`src/rtl/bicubic_pkg.sv`:
```
// Shared constants and default coefficient generation for the bicubic tap filter.
// Latency: n/a (package only).
// Backpressure: n/a.
package bicubic_pkg;

    localparam int DATA_W    = 8;
    localparam int COEF_W    = 8;
    localparam int FRAC_BITS = 7;
    localparam int ACC_W     = DATA_W + COEF_W + 3;

    typedef logic signed [COEF_W-1:0] coef_t;

    // Keys kernel (a = -0.5) at distance d/p, scaled by 2*p^3 so it stays integral.
    function automatic int keys_num(input int d, input int p);
        if (d <= p)
            return 3*d*d*d - 5*d*d*p + 2*p*p*p;
        else
            return -d*d*d + 5*d*d*p - 8*d*p*p + 4*p*p*p;
    endfunction

    // Divide rounding to nearest, halves away from zero.
    function automatic int round_div(input int n, input int den);
        if (n >= 0)
            return (n + den/2) / den;
        else
            return -((-n + den/2) / den);
    endfunction

    // Tap weight for phase ph; p1 absorbs rounding error so each phase sums to 2^frac_bits.
    function automatic int default_coef(input int phases, input int frac_bits, input int ph, input int tap);
        int den;
        int scale;
        int c0;
        int c1;
        int c2;
        int c3;
        int r;
        den   = 2*phases*phases*phases;
        scale = 1 << frac_bits;
        c0 = round_div(keys_num(phases + ph, phases) * scale, den);
        c2 = round_div(keys_num(phases - ph, phases) * scale, den);
        c3 = round_div(keys_num(2*phases - ph, phases) * scale, den);
        c1 = scale - c0 - c2 - c3;
        case (tap)
            0:       r = c0;
            1:       r = c1;
            2:       r = c2;
            default: r = c3;
        endcase
        return r;
    endfunction

endpackage

```
`src/rtl/bicubic_tap_mac.sv`:
```
// One lane of the filter: registered products, registered sum, then round/clamp into the output register.
// Latency: 3 edges from S1 register to px.
// Backpressure: each register loads only on its enable, which the top derives from the global advance.
module bicubic_tap_mac #(
    parameter int DATA_W    = 8,
    parameter int COEF_W    = 8,
    parameter int FRAC_BITS = 7
) (
    input  logic                      clk,
    input  logic                      rst,
    input  logic                      s2_en,
    input  logic                      s3_en,
    input  logic                      out_en,
    input  logic [4*DATA_W-1:0]       taps,
    input  logic [4*(COEF_W+1)-1:0]   coefs,
    output logic [DATA_W-1:0]         px
);

    localparam int CW    = COEF_W + 1;
    localparam int ACC_W = DATA_W + COEF_W + 3;
    localparam logic signed [ACC_W-1:0] RND  = ACC_W'(2**(FRAC_BITS-1));
    localparam logic signed [ACC_W-1:0] MAXV = ACC_W'(2**DATA_W - 1);

    logic signed [ACC_W-1:0] prod_d [4];
    logic signed [ACC_W-1:0] prod   [4];
    logic signed [ACC_W-1:0] acc;
    logic signed [ACC_W-1:0] rnd;
    logic signed [ACC_W-1:0] sh;
    logic [DATA_W-1:0]       px_d;

    // Unsigned pixel times signed coefficient, both widened to the accumulator width.
    always_comb begin
        for (int k = 0; k < 4; k++) begin
            prod_d[k] = ACC_W'($signed({1'b0, taps[k*DATA_W +: DATA_W]}))
                      * ACC_W'($signed(coefs[k*CW +: CW]));
        end
    end

    // S2: hold the four products.
    always_ff @(posedge clk or negedge rst) begin
        if (!rst) begin
            for (int k = 0; k < 4; k++) prod[k] <= '0;
        end else if (s2_en) begin
            for (int k = 0; k < 4; k++) prod[k] <= prod_d[k];
        end
    end

    // S3: hold the tap sum.
    always_ff @(posedge clk or negedge rst) begin
        if (!rst)
            acc <= '0;
        else if (s3_en)
            acc <= prod[0] + prod[1] + prod[2] + prod[3];
    end

    // Round half up, drop the fraction, clamp into the pixel range.
    always_comb begin
        rnd  = acc + RND;
        sh   = rnd >>> FRAC_BITS;
        px_d = sh[DATA_W-1:0];
        if (sh[ACC_W-1])
            px_d = '0;
        else if (sh > MAXV)
            px_d = '1;
    end

    // Output register holds the result until the top lets the pipe advance.
    always_ff @(posedge clk or negedge rst) begin
        if (!rst)
            px <= '0;
        else if (out_en)
            px <= px_d;
    end

endmodule

```
`src/rtl/bicubic_tap_filter.sv`:
```
// 4-tap bicubic interpolator, CHANNELS lanes sharing one phase; BICUBIC_COEF_LOAD_EN makes the table writable.
// Latency: sample accepted at edge N appears on out_px/out_valid at edge N+3; one sample per cycle.
// Backpressure: whole pipe stalls when out_valid & ~out_ready; in_ready mirrors the advance condition.
module bicubic_tap_filter #(
    parameter int DATA_W    = bicubic_pkg::DATA_W,
    parameter int COEF_W    = bicubic_pkg::COEF_W,
    parameter int FRAC_BITS = bicubic_pkg::FRAC_BITS,
    parameter int PHASES    = 4,
    parameter int CHANNELS  = 1
) (
    input  logic                            clk,
    input  logic                            rst,
    input  logic                            in_valid,
    output logic                            in_ready,
    input  logic [$clog2(PHASES)-1:0]       in_phase,
    input  logic [4*CHANNELS*DATA_W-1:0]    in_px,
    output logic                            out_valid,
    input  logic                            out_ready,
    output logic [CHANNELS*DATA_W-1:0]      out_px
`ifdef BICUBIC_COEF_LOAD_EN
    ,
    input  logic                            coef_we,
    input  logic [$clog2(PHASES)-1:0]       coef_phase,
    input  logic [1:0]                      coef_tap,
    input  logic [COEF_W-1:0]               coef_wdata
`endif
);

    import bicubic_pkg::*;

    localparam int CW = COEF_W + 1;

    logic [COEF_W-1:0]              coef_tab [PHASES][4];
    logic [4*CW-1:0]                coef_sel;
    logic [4*CW-1:0]                s1_coef;
    logic [4*CHANNELS*DATA_W-1:0]   s1_px;
    logic                           s1_vld;
    logic                           s2_vld;
    logic                           s3_vld;
    logic                           advance;
    logic                           accept;

`ifdef BICUBIC_COEF_LOAD_EN
    // Writable table, reloaded with the kernel on reset; writes ignore stall state.
    always_ff @(posedge clk or negedge rst) begin
        if (!rst) begin
            for (int ph = 0; ph < PHASES; ph++)
                for (int k = 0; k < 4; k++)
                    coef_tab[ph][k] <= COEF_W'(default_coef(PHASES, FRAC_BITS, ph, k));
        end else if (coef_we) begin
            coef_tab[coef_phase][coef_tap] <= coef_wdata;
        end
    end
`else
    for (genvar gp = 0; gp < PHASES; gp++) begin : g_rom_ph
        for (genvar gk = 0; gk < 4; gk++) begin : g_rom_tap
            localparam int C = default_coef(PHASES, FRAC_BITS, gp, gk);
            assign coef_tab[gp][gk] = COEF_W'(C);
        end
    end
`endif

    // Select the sample's phase; the most negative code is reserved for +2^(COEF_W-1) so unity gain fits.
    always_comb begin
        coef_sel = '0;
        for (int k = 0; k < 4; k++) begin
            if (coef_tab[in_phase][k] == {1'b1, {(COEF_W-1){1'b0}}})
                coef_sel[k*CW +: CW] = {2'b01, {(COEF_W-1){1'b0}}};
            else
                coef_sel[k*CW +: CW] = {coef_tab[in_phase][k][COEF_W-1], coef_tab[in_phase][k]};
        end
    end

    assign advance  = ~out_valid | out_ready;
    assign in_ready = advance;
    assign accept   = in_valid & advance;

    // Stage valids shift together; bubbles travel as zeros.
    always_ff @(posedge clk or negedge rst) begin
        if (!rst) begin
            s1_vld    <= 1'b0;
            s2_vld    <= 1'b0;
            s3_vld    <= 1'b0;
            out_valid <= 1'b0;
        end else if (advance) begin
            s1_vld    <= in_valid;
            s2_vld    <= s1_vld;
            s3_vld    <= s2_vld;
            out_valid <= s3_vld;
        end
    end

    // S1: capture taps and coefficients, so later table writes never touch in-flight samples.
    always_ff @(posedge clk or negedge rst) begin
        if (!rst) begin
            s1_px   <= '0;
            s1_coef <= '0;
        end else if (accept) begin
            s1_px   <= in_px;
            s1_coef <= coef_sel;
        end
    end

    for (genvar c = 0; c < CHANNELS; c++) begin : g_lane
        bicubic_tap_mac #(
            .DATA_W    (DATA_W),
            .COEF_W    (COEF_W),
            .FRAC_BITS (FRAC_BITS)
        ) u_mac (
            .clk    (clk),
            .rst    (rst),
            .s2_en  (advance & s1_vld),
            .s3_en  (advance & s2_vld),
            .out_en (advance & s3_vld),
            .taps   (s1_px[c*4*DATA_W +: 4*DATA_W]),
            .coefs  (s1_coef),
            .px     (out_px[c*DATA_W +: DATA_W])
        );
    end

endmodule
```
`config.mk`:
```
export PLATFORM = sky130hd
export DESIGN_NAME = bicubic_tap_filter
export DESIGN_NICKNAME = d
export VERILOG_FILES = /design/src/rtl/bicubic_pkg.sv /design/src/rtl/bicubic_tap_mac.sv /design/src/rtl/bicubic_tap_filter.sv
export SDC_FILE = /design/constraint.sdc
export NUM_CORES = 1
export LEC_CHECK = 0
export BUFFER_PORTS_ARGS = -buffer_cell sky130_fd_sc_hd__buf_2
export CAP_MARGIN = 30
export CORE_MARGIN = 5
export CORE_UTILIZATION = 65
export CTS_BUF_LIST = sky130_fd_sc_hd__clkbuf_8
export DETAILED_ROUTE_END_ITERATION = 10
export PLACE_DENSITY = 0.9
export SYNTH_ARGS = -nofsm -noshare
export SYNTH_HDL_FRONTEND = slang
export SYNTH_SLANG_ARGS = --single-unit
```
`constraint.sdc`:
```
create_clock -name clk -period 7 [get_ports clk]
set_input_delay 0 -clock clk [delete_from_list [all_inputs] [get_ports clk]]
set_output_delay 0 -clock clk [all_outputs]
set_load 0.05 [all_outputs]
```
Word-level counts from Yosys, hierarchy flattened
Cells that the tools add are included.
W data, S select, Z words.
- bits in registers: 175
- input bits: 38
- output and inout bits: 10
- logic and storage cells: 42
- $add $sub $neg: 4
- $mul: 4
- magnitude comparators: 2
- equality and inequality tests: 4
- multiplexer cells: 9
- bitwise logic cells: 7
- operators by type and width (cell ; number):
    $mul A9 B9 Y18 ; 4
    $bmux W32 S2 ; 1
    $mux W32 ; 2
    $add A19 B19 Y19 ; 3
    $mux W9 ; 4
    $eq A8 B8 Y1 const B ; 4
    $add A19 B8 Y19 const B ; 1
    $mux W8 ; 2
    $gt A12 B9 Y1 const B ; 1
    $and A1 B1 Y1 ; 4
    $ge A3 B3 Y1 const B ; 1
    $not A2 Y3 ; 1
    $not A1 Y1 ; 1
    $or A1 B1 Y1 ; 1

Depth between registers and ports, before layout
Gate-level depths: netlist of run 1.
- word-level depth: 6
- mapped depth: 20
- depth with buffers taken out: 19

By module
A second synthesis of run 1 with hierarchy kept.
- cell total of the unflattened synthesis: 1620
- area, all modules: 16712.3 µm²
- by module, submodules not included (module ; instances ; cells an instance ; area each (µm²) ; sequential area each (µm²)):
    bicubic_tap_mac ; 1 ; 1510 ; 14933.1 ; 2327.2
    bicubic_tap_filter ; 1 ; 110 ; 1779.2 ; 1126.1

Least setup slack after synthesis of run 1
Ideal clock, no wire load.
- kind: register -> register
- start point: reg s1_coef[34] (netlist name)
- end point: reg g_lane[0].u_mac.prod[74] in the netlist's numbering
- setup time: 0.129 ns
- data arrival time: 5.069 ns
- data required time: 6.871 ns
- path slack: 1.802 ns
- stages on the path, launching flop included: 18
- buffers on the path: 2
- clock period less this slack: 5.198 ns
- cells stage by stage: dfrtp_1 -> clkbuf_1 -> buf_1 -> nand2_1 -> fa_1 -> fa_1 -> inv_1 -> fa_1 -> fa_1 -> fa_1 -> ha_1 -> nand2_1 -> o21ai_1 -> o211a_1 -> a311o_1 -> a21oi_2 -> xnor2_1 -> o21ai_1
- RTL lines (what ; line ; text):
    end, declared ; bicubic_tap_mac.sv:25 ; logic signed [ACC_W-1:0] prod [4];

==> key figures, run 1 <==
Detailed routing
  – # DRC: 0
  – WL/cell: 17.7 um
  – Final WL: 34.9 mm
  – Post-route ant nets: 0
  – DRT iter0 DRCs: 696
  – DRT Pass-1 Iters: 5
  – Via density: 5.71
  – Detailed-route via count: about 11000

Worst setup path
  – Startpoint Class: flip-flop
  – Max stage delay cell, worst path: dfrtp_1
  – Critical path arrival: 5.94 ns
  – CP max stage delay: 0.94 ns
  – Crit end category: flip-flop
  – CP cell instances: nand2_1 > fa_1 > inv_1 > fa_1 > ha_1 > inv_1 > fa_1 > inv_1 > ha_1 > ha_1 > fa_1 > a21oi_2 > o21ai_1 > o211a_1 > a311o_1 > a21oi_2 > xnor2_1 > o21ai_1
  – Cell mode on critical path: fa_1
  – Largest delay share family, worst path: adder cells
  – Worst Setup Path Type: flip-flop to flip-flop
  – Worst-path maximum fanout: 25
  – Critical Path RT: between 7 and 8 ns
  – CP bufs+invs: 3

Logic synthesis
  – Synthesized flop and latch total: 136
  – Number of synthesized flops with an enable pin: 0
  – Cell taking the most area after synthesis: fa_1
  – Synth top area share: ~24%
  – Synthesized area per cell: about 10 sq um
  – Count of cell types in the netlist: between 60 and 70
  – Top cells by area, synth: fa_1, dfrtp_1, ha_1
  – Seq/Total Area, Yosys: 22.1%
  – Post-Synthesis Cells: 1580
  – Synth Net Count: just over 2000
  – Ys async rst share: between 90% and 100%
  – Warnings from Yosys: 0
  – Cell Area, Synth: 0.0154 sq mm
  – Synth Flop Type: dfrtp_1

CTS
  – Setup bufs post-CTS: 0
  – Inserted Clock Buffers: 17
  – Clock sinks: between 100 and 150
  – CTS root buf: clkbuf_8
  – Clock Latency Late Sink: 0.47 ns
  – CTS tree: built
  – CTS resizes: 0
  – H-tree depth: 4
  – Clk pin slew, worst setup/hold paths: 0.09 ns
  – Clk buf depth: 2

Timing
  – Setup TNS: 0 ns
  – Final setup fails: 0
  – Final Cycle Share: around 80%
  – Worst-margin pin slew: 0.919 ns
  – Final Hold Viols: 0
  – Clk_skew: 0.0247 ns
  – FMAX: 178 MHz
  – Final min period: 5.62 ns
  – Max transition margin: 38.7%
  – Unrepaired setup endpoints after global routing: no
  – Slew Limit Fails: 0

Finish
  – Number of diodes: 0
  – Most frequent cells in the layout: inv_1, ha_1, nand2_1
  – Layout cells sized above 1: about 8.6%
  – Nets: between 2000 and 2500
  – Commonest non-fill, non-tap cell in the layout: inv_1
  – Area grow syn2layout: 8.39%
  – Non-Filler Instances: 1976

Placement
  – Detailed placer's ending HPWL: around 26 mm
  – Placed cells: around 1900
  – I/O Buffers: 47
  – Final RePlAce weighted congestion: ~0.87

Global routing
  – Gr usage total: about 28%
  – First-pass GRT wire length: between 50 and 60 mm
  – Vias in the first global route: 12100
  – Pin count of the biggest net entering global routing: 70
  – Initial antenna violation count: 0
  – Total global routing overflow: 0

Floorplan
  – Initial Utilization: around two thirds
  – Die Span X: approximately 160 um
  – # IOs: 48
  – Die area: 0.0269 sq mm
  – Die height: 164 um
  – Num rows: 56
  – Area of the core: roughly 0.023 sq mm

Hold path
  – Hold Crit Class: input pin to flip-flop

Job
  – Max-cap viol count: 0

Status
  – Status: completed
metrics by stage:
step | setup WS [ns] | hold slack (ns) | util [%] | instance area [sq um]
floorplan | 1.80 | -0.296 | - | 15400
global placement | 1.65 | 0.0334 | 68.1 | 15900
detailed placement | 1.56 | 0.0414 | 68.1 | 15900
CTS | 1.48 | 0.0283 | 71.4 | 16700
global route | 1.12 | 0.0762 | 71.4 | 16700
finish | 1.38 | 0.0529 | 71.4 | 16700
worst reg2reg max path, stage by stage (launching register included):
cell	delay, ns
dfrtp_1	0.94
nand2_1	0.26
fa_1	0.61
inv_1	0.07
fa_1	0.46
ha_1	0.29
inv_1	0.05
fa_1	0.53
inv_1	0.05
ha_1	0.29
ha_1	0.24
fa_1	0.42
a21oi_2	0.16
o21ai_1	0.13
o211a_1	0.27
a311o_1	0.37
a21oi_2	0.15
xnor2_1	0.12
o21ai_1	0.07
registers in the layout, indices dropped and copies added (netlist names):
signal,cells
g_lane.u_mac.acc,13
g_lane.u_mac.prod,70
g_lane.u_mac.px,8
out_valid,1
s1_coef,9
s1_px,32
s1_vld,1
s2_vld,1
s3_vld,1
synth_stat cells, types with 2 or more instances:
cell / n
inv_1: 262
ha_1: 222
nand2_1: 215
fa_1: 186
dfrtp_1: 136
and2_1: 94
o21ai_0: 70
nor2_1: 45
a21oi_1: 40
clkbuf_1: 37
mux2_2: 37
xor2_1: 35
xnor2_1: 31
a21o_1: 29
nand3_1: 17
nand2b_1: 11
o21a_1: 10
nor2b_1: 9
nor3_1: 9
o31ai_1: 6
o21ai_1: 5
o21bai_1: 5
buf_2: 4
or3_1: 4
a31oi_1: 3
and3_1: 3
buf_1: 3
nand4_1: 3
nand4b_1: 3
o41ai_1: 3
a2111oi_2: 2
a211o_1: 2
a211oi_1: 2
a211oi_2: 2
a21oi_2: 2
nor3_2: 2
nor4_1: 2
o211a_1: 2
o21ba_2: 2
layer usage:
metal,vias to the layer above,GRT usage [%],wire [um]
li1,5197,-,-
met5,-,0,0
met2,412,49.0,17700
met1,5555,34.2,13800
met4,0,11.1,1400
met3,122,4.59,2040
final timing paths:
check,cells after the start,from,slack (ns),end
max,18,s1_coef[29],1.38,g_lane[0].u_mac.prod[74]
min,4,out_ready,0.05,out_valid
max reg2reg,18,s1_coef[29],1.38,g_lane[0].u_mac.prod[74]
min reg2reg,1,g_lane[0].u_mac.px[5],0.47,g_lane[0].u_mac.px[5]
max in group asynchronous,3,rst,5.51,s1_px[9]
min in group asynchronous,2,rst,0.10,s3_vld
cell families after synthesis:
family | after synthesis | synth area share, %
buffers and inverters | 306 | 7.48
adders and majority gates | 408 | 42.2
xor gates and xnor gates | 66 | 3.75
AOI/OAI and AO/OA | 203 | 8.85
and+or+nand+nor | 423 | 12.9
DFF | 136 | 22.1
muxes | 38 | 2.77
cell type report:
cell class              instances  area (sq um)
multi-input cells            1138         10900
fillers                      1569          6700
flip-flops and latches        136          3400
inverters                     262           983
repair buffers                 89           644
well taps                     319           399
clock buffers                  17           234
clock inverters                15           176
what timing repair did:
| action | in CTS | in global routing |
|---|---|---|
| setup endpoints to repair | 0 | 0 |
| hold buffers | 35 | 0 |
| endpoints found under the hold margin | 104 | 0 |
Power of run 1 is not shown: default switching activity piles up to over one toggle a cycle in this logic, so the estimate is an artifact.
==> run 2: changes to the inputs <==
clock period = 5.75 ns   (was 7 ns; I/O delays follow)
==> run 2 against run 1 <==
Compared with the run above: wire length up 5.1%; register-to-register slack got worse by 1.0 ns; count of clock-buffer cells in the layout stayed put; die area is the same; first-iteration DRC count increased by 29%; global-route usage rose by 1.3 points; critical path depth shrank 2; largest cell class unchanged; highest routed layer unchanged.
==> key figures, run 2 (synthesized netlist as in run 1, its figures left out) <==
CTS
  – Clk buf depth: 2 (unchanged)
  – Clock sinks: 136 (unchanged)
  – Clock Latency Late Sink: 0.48 ns (about the same)
  – Inserted Clock Buffers: 17 (unchanged)
  – CTS root buf: clkbuf_8
  – Clk pin slew, worst setup/hold paths: 0.09 ns (about the same)
  – CTS tree: built
  – H-tree depth: 4 (unchanged)

Worst setup path
  – Worst-path maximum fanout: 17 (-32%)
  – Critical path arrival: 5.75 ns (-0.19 ns)
  – RR Endpoint: g_lane[0].u_mac.prod[55]
  – Cell mode on critical path: fa_1
  – R2R Path Start: s1_coef[22]
  – Max stage delay cell, worst path: dfrtp_1
  – Crit end category: flip-flop
  – Reg2reg setup slack: 0.37 ns (-1.00 ns)
  – CP max stage delay: 0.81 ns (-0.13 ns)
  – CP bufs+invs: 3 (unchanged)
  – Largest delay share family, worst path: adder cells
  – R2R cell count: 16 (-2)
  – Worst Setup Path Type: flip-flop to flip-flop
  – CP cell instances: nand2_1 > fa_1 > inv_1 > fa_1 > inv_1 > fa_1 > inv_1 > fa_1 > fa_1 > ha_1 > a21oi_1 > o21ba_2 > o21ba_2 > o21ai_0 > nand4_1 > o211ai_1
  – Critical Path RT: 6.13 ns (-1.19 ns)
  – Startpoint Class: flip-flop

Floorplan
  – Die height: 164 um (unchanged)
  – Area of the core: 0.0234 sq mm (unchanged)
  – Num rows: 56 (unchanged)
  – Die Span X: 164 um (unchanged)
  – Die area: 0.0269 sq mm (unchanged)
  – # IOs: 48 (unchanged)
  – Initial Utilization: 65.9% (unchanged)

Timing
  – Setup TNS: 0 ns (unchanged)
  – FMAX: 186 MHz (+4.6%)
  – Max transition margin: 44.3% (+5.6 points)
  – Worst-margin pin slew: 0.836 ns (-0.0834 ns)
  – Clk_skew: 0.0183 ns (-0.00635 ns)
  – Final Cycle Share: 93.5% (+13 points)
  – Unrepaired setup endpoints after global routing: no
  – Final min period: 5.38 ns (-0.248 ns)
  – Final Hold Viols: 0 (unchanged)
  – Slew Limit Fails: 0 (unchanged)
  – Final setup fails: 0 (unchanged)

Finish
  – Nets: 2096 (+0.29%)
  – Multi-input gate area: 0.0109 sq mm (unchanged)
  – Filler cell count: 1523 (-2.9%)
  – Most frequent cells in the layout: inv_1, ha_1, nand2_1
  – Final Util: 71.7% (+0.27 points)
  – Layout cells sized above 1: 8.97% (+0.40 points)
  – Reg with most FFs: g_lane.u_mac.prod
  – Number of diodes: 0 (unchanged)
  – Max reg flops: 70 (unchanged)
  – Commonest non-fill, non-tap cell in the layout: inv_1
  – Register area: 0.00341 sq mm (about the same)
  – Final instance area: 0.0168 sq mm (+0.37%)
  – Area grow syn2layout: 8.80%
  – Largest registers: g_lane.u_mac.prod: 70 flops, s1_px: 32 flops, g_lane.u_mac.acc: 13 flops

Job
  – Max-cap viol count: 0 (unchanged)

Placement
  – Detailed placer's ending HPWL: 27.2 mm (+2.9%)
  – Final RePlAce weighted congestion: 0.921 (+5.9%)
  – I/O Buffers: 47 (unchanged)
  – Post-Place Cell Area: 0.0160 sq mm (+0.27%)

Detailed routing
  – # DRC: 0 (unchanged)
  – Via density: 5.77 (+0.96%)
  – DRT Pass-1 Iters: 6 (+1)
  – Final WL: 36.7 mm (+5.1%)
  – DRT iter0 DRCs: 895 (+29%)
  – WL/cell: 18.5 um (+4.9%)
  – Detailed-route via count: 11400 (+1.2%)
  – Post-route ant nets: 0 (unchanged)

Hold path
  – Worst hold endpoint: out_valid
  – Hold Crit Class: input pin to flip-flop
  – Worst hold stages: 4 (unchanged)
  – Min-delay src: out_ready

Global routing
  – Initial antenna violation count: 0 (unchanged)
  – Gr usage total: 29.1% (+1.3 points)
  – Total global routing overflow: 0 (unchanged)
  – First-pass GRT wire length: 61.8 mm (+4.2%)
  – Pin count of the biggest net entering global routing: 77 (+10%)
  – Vias in the first global route: 12700 (+4.2%)

Status
  – Status: completed
-- run 2: cell types whose count changed in the layout (fill, tap and decap cells not counted), sizes merged --
| cell | change |
|---|---|
| buf | +4 |
| dlygate4sd3 | +2 |
| inv | -2 |
| clkinv | -2 |
| clkinvlp | +3 |
-- run 2: worst max path at each step --
stage / startpoint / cells past startpoint / to / slack, ns
2_1_floorplan: s1_coef[34] / 17 / g_lane[0].u_mac.prod[74] / 0.55
3_3_place_gp: s1_coef[34] / 17 / g_lane[0].u_mac.prod[74] / 0.35
3_5_place_dp: s1_coef[34] / 17 / g_lane[0].u_mac.prod[74] / 0.25
4_1_cts: s1_coef[34] / 17 / g_lane[0].u_mac.prod[74] / 0.21
5_1_grt: s1_coef[22] / 16 / g_lane[0].u_mac.prod[73] / 0.04
6_report: s1_coef[22] / 16 / g_lane[0].u_mac.prod[55] / 0.37
-- run 2: per-layer routing --
metal / GRT usage (%) / routed length, um / vias to the layer above
met5: 0 / 0 / -
met4: 14.3 / 1830 / 0
met3: 5.70 / 2500 / 149
met2: 50.7 / 18500 / 484
met1: 34.7 / 13900 / 5597
li1: - / - / 5193
-- run 2: worst register-to-register path: stages (launching register included) --
cell,delay [ns]
dfrtp_1,0.81
nand2_1,0.23
fa_1,0.57
inv_1,0.05
fa_1,0.50
inv_1,0.06
fa_1,0.56
inv_1,0.06
fa_1,0.38
fa_1,0.46
ha_1,0.37
a21oi_1,0.13
o21ba_2,0.25
o21ba_2,0.22
o21ai_0,0.32
nand4_1,0.18
o211ai_1,0.13
-- run 2: area by class of cell --
| cell class | instances | share of cell area (%) |
|---|---|---|
| Sequential cell | 136 | 20.3 |
| Clock buffer | 17 | 1.40 |
| Inverter | 262 | 5.86 |
| Timing Repair Buffer | 95 | 4.22 |
| Tap cell | 319 | 2.38 |
| Clock inverter | 14 | 1.04 |
| Multi-Input combinational cell | 1138 | 64.8 |
-- run 2: metrics by stage --
stage          hold slack [ns]  setup WS [ns]  cells
4_1_cts                 0.0186          0.208   1981
2_1_floorplan           -0.296          0.552   1580
3_3_place_gp            0.0703          0.354   1912
6_report                0.0377          0.374   1981
5_1_grt                 0.0538         0.0430   1981
3_5_place_dp            0.0789          0.247   1913
-- run 2: repair_timing --
| item | CTS | global route |
|---|---|---|
| endpoints found under the hold margin | 113 | 0 |
| setup buffers | 0 | 0 |
| endpoints found under the setup margin | 0 | 6 |
| resized for setup | 0 | 2 |
| hold buffers | 37 | 0 |
Power of run 2 is left out for the same reason.
==> run 3: changes to the inputs <==
CORE_UTILIZATION = 60   (was 65)
PLACE_DENSITY = 0.84   (was 0.9)
==> run 3 against run 2 <==
Compared with the run above: die area increased by 7.8%; via count decreased by 1.8%; wire length decreased by 4.6%; global-route usage shrank 4.0 points; critical path depth fell by 1; design area about the same; sequential cell count unchanged; count of clock-buffer cells in the layout is 3 higher; critical endpoint is now g_lane[0].u_mac.prod[73].
==> key figures, run 3 (synthesized netlist as in run 1, its figures left out) <==
Worst setup path
  – Critical path arrival: 5.73 ns (-0.02 ns)
  – Worst Setup Path Type: flip-flop to flip-flop
  – Reg2reg setup slack: 0.39 ns (+0.02 ns)
  – RR Endpoint: g_lane[0].u_mac.prod[73]
  – R2R cell count: 15 (-1)
  – CP cell instances: nand2_1 > fa_1 > fa_1 > inv_1 > fa_1 > fa_1 > fa_1 > ha_1 > nand2_1 > o211a_1 > a2111oi_0 > or3_1 > a21oi_1 > xor2_1 > o21ai_0
  – Largest delay share family, worst path: adder cells
  – CP bufs+invs: 1 (-2)
  – Crit end category: flip-flop
  – Cell mode on critical path: fa_1
  – CP max stage delay: 0.82 ns (about the same)
  – Startpoint Class: flip-flop
  – Worst-path maximum fanout: 19 (+2)
  – R2R Path Start: s1_coef[34]
  – Max stage delay cell, worst path: dfrtp_1
  – Crit. Startpoint: s1_coef[34]
  – Critical Path RT: 6.12 ns (about the same)

Detailed routing
  – Final WL: 35.0 mm (-4.6%)
  – Via density: 5.62 (-2.6%)
  – Detailed-route via count: 11200 (-1.8%)
  – # DRC: 0 (unchanged)
  – DRT Pass-1 Iters: 5 (-1)
  – WL/cell: 17.5 um (-5.3%)
  – DRT iter0 DRCs: 904 (+1.0%)
  – Post-route ant nets: 0 (unchanged)

CTS
  – CTS root buf: clkbuf_8
  – Clk pin slew, worst setup/hold paths: 0.08 ns (about the same)
  – Clock Latency Late Sink: 0.47 ns (about the same)
  – Setup bufs post-CTS: 0 (unchanged)
  – Clock sinks: 136 (unchanged)
  – H-tree depth: 4 (unchanged)
  – Clk buf depth: 2 (unchanged)
  – Inserted Clock Buffers: 17 (unchanged)
  – CTS tree: built

Timing
  – Clk_skew: 0.0188 ns (+0.000507 ns)
  – Worst-margin pin slew: 0.798 ns (-0.0380 ns)
  – FMAX: 187 MHz (+0.32%)
  – Slew Limit Fails: 0 (unchanged)
  – Final Hold Viols: 0 (unchanged)
  – Unrepaired setup endpoints after global routing: no
  – Max transition margin: 46.7% (+2.4 points)
  – Final min period: 5.36 ns (-0.0171 ns)
  – Final setup fails: 0 (unchanged)
  – Final Cycle Share: 93.2% (-0.30 points)
  – Setup TNS: 0 ns (unchanged)

Finish
  – Largest registers: g_lane.u_mac.prod: 70 flops, s1_px: 32 flops, g_lane.u_mac.acc: 13 flops
  – Nets: 2100 (+0.19%)
  – Multi-input gate area: 0.0109 sq mm (unchanged)
  – Commonest non-fill, non-tap cell in the layout: inv_1
  – Number of diodes: 0 (unchanged)
  – Filler cell count: 1901 (+25%)
  – Max reg flops: 70 (unchanged)
  – Area grow syn2layout: 8.90% (about the same)
  – Reg with most FFs: g_lane.u_mac.prod
  – Register area: 0.00340 sq mm (about the same)
  – Most frequent cells in the layout: inv_1, ha_1, nand2_1
  – Layout cells sized above 1: 9.12% (+0.15 points)

Global routing
  – Initial antenna violation count: 1 (+1)
  – First-pass GRT wire length: 58.6 mm (-5.2%)
  – Total global routing overflow: 0 (unchanged)
  – Vias in the first global route: 12100 (-4.4%)
  – Pin count of the biggest net entering global routing: 75 (-2.6%)
  – Gr usage total: 25.2% (-4.0 points)

Placement
  – I/O Buffers: 47 (unchanged)
  – Final RePlAce weighted congestion: 0.890 (-3.4%)
  – Detailed placer's ending HPWL: 27.8 mm (+2.3%)

Floorplan
  – Num rows: 58 (+3.6%)
  – Die Span X: 170 um (+3.8%)
  – Initial Utilization: 61.0% (-4.8 points)
  – Die height: 170 um (+3.8%)
  – # IOs: 48 (unchanged)
  – Area of the core: 0.0253 sq mm (+7.9%)
  – Die area: 0.0290 sq mm (+7.8%)

Job
  – Max-cap viol count: 0 (unchanged)

Status
  – Status: completed

Hold path
  – Hold Crit Class: input pin to asynchronous set/reset pin
==> run 3: cell count changes in the layout (fill, tap and decap cells not counted), moves of 2 or more <==
cell	change
buf_4	+3
bufinv_16	-3
clkbuf_8	+3
clkinv_2	+3
clkinv_4	-2
dfrtp_1	+2
dfrtp_2	-2
==> run 3: worst max-delay path by stage <==
stage	end	slack, ns	cells past startpoint
after detailed placement	g_lane[0].u_mac.prod[73]	0.49	15
after global placement	g_lane[0].u_mac.prod[73]	0.66	15
final	g_lane[0].u_mac.prod[73]	0.39	15
after floorplan	g_lane[0].u_mac.prod[74]	0.55	17
after CTS	g_lane[0].u_mac.prod[73]	0.48	15
after global routing	g_lane[0].u_mac.prod[73]	0.07	15
==> run 3: repair_timing <==
action,4_1_cts,5_1_grt
hold buffers,35,1
resized for setup,0,0
endpoints found under the hold margin,99,2
==> run 3: routing by layer <==
metal | GRT usage (%) | vias to the layer above | wire (um)
met5 | 0 | - | 14
met2 | 42.6 | 416 | 17100
met3 | 4.41 | 105 | 2180
li1 | - | 5209 | -
met1 | 32.6 | 5483 | 14500
met4 | 9.17 | 2 | 1240
==> run 3: through the flow <==
stage	std cells	hold WS, ns	util (%)	instance area, sq um	setup WS, ns
finish	1997	0.100	66.5	16800	0.391
global route	1997	0.147	66.5	16800	0.0744
CTS	1994	0.116	66.2	16700	0.479
detailed placement	1927	0.0339	63.5	16000	0.494
global placement	1927	0.0297	63.5	16000	0.656
floorplan	1580	-0.296	-	15400	0.552
==> run 3: final cells by class <==
cell class	instances	share of cell area (%)
sequential	136	20.3
tap	330	2.46
timing repair buffer	99	4.57
multi-input combinational	1138	64.7
inverter	262	5.86
clock buffer	20	1.64
clock inverter	12	0.455
Power of run 3 is left out for the same reason.
